## src/rtl/pipe_stage_skid.sv

```systemverilog
// pipe_stage_skid: one valid/ready stage with a 2-entry skid; 1 cycle in->out; in_ready never depends on out_ready.
// Stall freezes both sides and all data; flush drops contents. Define PIPE_STAGE_PERF_EN for stall/bubble counters.
module pipe_stage_skid #(
  parameter int               DATA_W         = 64,
  parameter bit               CLEAR_ON_FLUSH = 1'b1,
  parameter logic [DATA_W-1:0] RESET_DATA    = '0
) (
  input  logic              clk,
  input  logic              rst,
  input  logic              flush_i,
  input  logic              stall_i,
  input  logic              in_valid,
  output logic              in_ready,
  input  logic [DATA_W-1:0] in_data,
  output logic              out_valid,
  input  logic              out_ready,
`ifdef PIPE_STAGE_PERF_EN
  output logic [DATA_W-1:0] out_data,
  output logic [31:0]       perf_stall_cnt,
  output logic [31:0]       perf_bubble_cnt
`else
  output logic [DATA_W-1:0] out_data
`endif
);

  // Occupancy encoded as a state so skid-without-main cannot be represented.
  typedef enum logic [1:0] {
    EMPTY = 2'd0,
    FULL  = 2'd1,
    SKID  = 2'd2
  } state_t;

  state_t            state;
  logic [DATA_W-1:0] main_d;
  logic [DATA_W-1:0] skid_d;
  logic              main_v;
  logic              skid_v;
  logic              in_fire;
  logic              out_fire;

  assign main_v    = (state != EMPTY);
  assign skid_v    = (state == SKID);
  assign in_ready  = !skid_v && !stall_i && !rst;
  assign out_valid = main_v && !stall_i && !rst;
  assign out_data  = main_d;
  assign in_fire   = in_valid && in_ready;
  assign out_fire  = out_valid && out_ready;

  always_ff @(posedge clk) begin
    if (rst) begin
      state  <= EMPTY;
      main_d <= RESET_DATA;
      skid_d <= RESET_DATA;
    end else if (flush_i) begin
      // Transfers coincident with a flush are discarded on both sides.
      state <= EMPTY;
      if (CLEAR_ON_FLUSH) begin
        main_d <= '0;
        skid_d <= '0;
      end
    end else if (!stall_i) begin
      case (state)
        EMPTY: begin
          if (in_fire) begin
            main_d <= in_data;
            state  <= FULL;
          end
        end
        FULL: begin
          if (in_fire && out_fire) begin
            main_d <= in_data;
          end else if (in_fire) begin
            skid_d <= in_data;
            state  <= SKID;
          end else if (out_fire) begin
            state <= EMPTY;
          end
        end
        SKID: begin
          if (out_fire) begin
            main_d <= skid_d;
            state  <= FULL;
          end
        end
        default: state <= EMPTY;
      endcase
    end
  end

`ifdef PIPE_STAGE_PERF_EN
  always_ff @(posedge clk) begin
    if (rst) begin
      perf_stall_cnt  <= '0;
      perf_bubble_cnt <= '0;
    end else begin
      if (stall_i)
        perf_stall_cnt <= perf_stall_cnt + 32'd1;
      if (!stall_i && !main_v)
        perf_bubble_cnt <= perf_bubble_cnt + 32'd1;
    end
  end
`endif

endmodule

```

## config.mk

```make
export PLATFORM = sky130hd
export DESIGN_NAME = pipe_stage_skid
export DESIGN_NICKNAME = d
export VERILOG_FILES = /design/src/rtl/pipe_stage_skid.sv
export SDC_FILE = /design/constraint.sdc
export NUM_CORES = 1
export LEC_CHECK = 0
export CAP_MARGIN = 10
export CORE_UTILIZATION = 53
export DETAILED_ROUTE_END_ITERATION = 10
export GPL_TIMING_DRIVEN = 0
export PLACE_DENSITY = 0.94
export SKIP_CTS_REPAIR_TIMING = 1
export SYNTH_ARGS = -nofsm -noshare
export SYNTH_HDL_FRONTEND = slang
export SYNTH_SLANG_ARGS = --single-unit
export TNS_END_PERCENT = 100
```

## constraint.sdc

```tcl
create_clock -name clk -period 2.8 [get_ports clk]
set_input_delay 0.28 -clock clk [delete_from_list [all_inputs] [get_ports clk]]
set_output_delay 0.28 -clock clk [all_outputs]
set_load 0.005 [all_outputs]
```

==> out/metrics.cfg <==
[cts]
cts.clk_slew.worst_paths_ns = 0.06
cts_tree = built
cts_made_buffers = 17
h-tree-depth = 4
cts_sinks = 130
insertion_delay_ns = 0.51
clock-root-buffer = clkbuf_8
clockBufferDepth = 2

[global_route]
grt_pass1_vias = 4788
grt_use_total_pct = 28.8
grt_max_degree = 17
antenna_found_initial = 0
grt_pass1_wl_um = 23200
grt_overflow_total = 0

[synth]
post_synth_num_cell_types = 27
ys_seq_elements = 130
syn-cell-area_um2 = 5430
yosysTopAreaCellShare_pct = 47.9
synthTopCellsByArea = dfxtp_1 (48%), mux2i_1 (12%), a21oi_1 (12%)
synth_compound_area_share_pct = 22.0
synth-seq-area-share_pct = 47.9
synth_mux_area_share_pct = 12.0
synth_nets = 666
synth_edf_count = 0
synth.most_common_cell = dfxtp_1
yosys.area_share.simple_pct = 10.9
synth_fa_ha_area_share_pct = 0
synthTopCellsByCount = dfxtp_1 (130), nand2_1 (129), a21oi_1 (125)
syn_avg_cell_area_um2 = 9.12
synth_area_leader_cell = dfxtp_1
yosysWarnings = 0
synthFlopType = dfxtp_1
synthXorXnorAreaFrac_pct = 0
synthArstFlopShare_pct = 0
synth_top_family_by_area = compound AO/OA/AOI/OAI gates
syn-instance-count = 596

[hold_path]
min_path_type = input pin to flip-flop
hold_depth = 3
min_from = in_data[45]

[layout]
nNetsFinal = 820
drive_gt1_share_pct = 10.8
areaGrowthSynthToFinish_pct = 37.7
fin_cells = 895
diodes = 0
utilization_pct = 75.8
final_area_um2 = 7480

[floorplanning]
boundaryPins = 136
die-area_um2 = 10700
die_height_um = 103
start_util_pct = 55.1
row_count = 36
coreArea_um2 = 9860
die_x_um = 103

[place]
dpl.hpwl_um = 10200
dpl_cell_area_um2 = 6950
gp_congestion = 0.811
dpl.cell_count = 864
portBuffers = 135

[drt]
routed_via_density = 5.66
dr.pass1.iters = 5
drc = 0
wl_um = 14900
wl_per_cell_um = 16.7
postRouteAntennaNets = 0
vias = 5069
first_iter_violations = 190

[sta]
tns_ns = 0
grt_setup_unrepaired = false
finalCritPeriodShare_pct = 93.7
setup_viol = 0
finalCriticalPeriod_ns = 2.62
worst_hold_slack_ns = 0.351
clock_skew_ns = 0.00912
tightest_slew_ns = 0.831
slew_viol_final = 0
hold_viol_final = 0
slew_headroom_pct = 44.2
clock.fmax_mhz = 381

[power]
ir_drop_mv = 0.430
p_leak_nw = 2.93
powerDensity_nw_per_um2 = 563

[setup_path]
crit_fanout = 10
r2r_setup_slack_ns = 0.96
start_kind = input pin
cp-end-kind = primary output
rr_worst_depth = 6
cp_data_required_time_ns = 2.52
cp-startpoint = stall_i
critPathKind = input pin to primary output
reg2reg_from = state[0]
arrival_ns = 2.34

[outcome]
status = completed

[run]
cap_violations = 0

==> cell type report <==
type | count | area [µm²]
Fill cell | 630 | 2380
Buffer | 58 | 385
Timing Repair Buffer | 135 | 1350
Tap cell | 133 | 166
Clock inverter | 13 | 114
Sequential cell | 130 | 2600
Clock buffer | 18 | 418
Inverter | 2 | 7.51
Multi-Input combinational cell | 406 | 2440
==> critical path, cell delays in order <==
cell and delay [ns]:
clkdlybuf4s50_1 0.55, nor2_1 0.30, buf_2 0.27, buf_2 0.26, o21a_1 0.15, clkdlybuf4s50_1 0.54
==> worst paths after layout <==
check,to
setup reg to reg,skid_d[34]
hold / removal,skid_d[45]
setup / recovery,out_valid
hold reg to reg,skid_d[27]
==> where the power goes <==
group | internal [mW] | switching, mW
Combinational | 0.187 | 0.174
Sequential | 1.87 | 0.0134
Clock | 1.17 | 0.802
==> state kept, by name, summed over array words and instances (netlist names) <==
register	flops
skid_d	64
state	2
out_data	64
==> kinds of logic (layout without fill, tap and decap cells) <==
family / count (synthesis) / after routing
compound gates: 199 / 199
simple gates: 142 / 142
flops: 130 / 130
mux: 65 / 65
buf+inv: 60 / 226
==> layout by cell type (no fill, tap or decap) <==
cell	synthesis	final
a211oi_1	62	62
a211oi_2	3	3
a21oi_1	125	125
a21oi_2	5	5
and2_1	2	2
buf_1	3	3
buf_2	14	14
buf_4	13	13
buf_6	13	13
bufinv_16	0	1
clkbuf_1	14	15
clkbuf_16	0	16
clkbuf_4	1	1
clkbuf_8	0	1
clkdlybuf4s50_1	0	135
clkinv_2	0	4
clkinv_4	0	2
clkinvlp_4	0	5
dfxtp_1	130	130
inv_1	2	2
inv_6	0	1
mux2i_1	65	65
nand2_1	129	129
nand2b_1	2	2
nand3b_1	1	1
nand3b_4	1	1
nor2_1	2	2
nor2b_1	1	1
nor4_1	1	1
nor4_4	1	1
o21a_1	1	1
o21ai_0	2	2
o21ai_1	1	1
or2_2	1	1
or4_1	1	1
==> layer usage <==
layer	GRT usage (%)	vias to the layer above	share of wire, %
met2	48.1	205	49
met1	35.3	2413	43
met5	0	-	0
li1	-	2416	-
met3	6.32	35	5.6
met4	14.2	0	3.0
==> per-stage QoR <==
step | setup WS (ns) | power, mW
global placement | 0.175 | 2.27
finish | 0.178 | 4.22
global route | 0.0656 | 4.35
detailed placement | 0.173 | 2.28
CTS | 0.162 | 4.23
floorplan | 1.31 | 2.07
No activity file was read; power rests on OpenSTA's default activity.
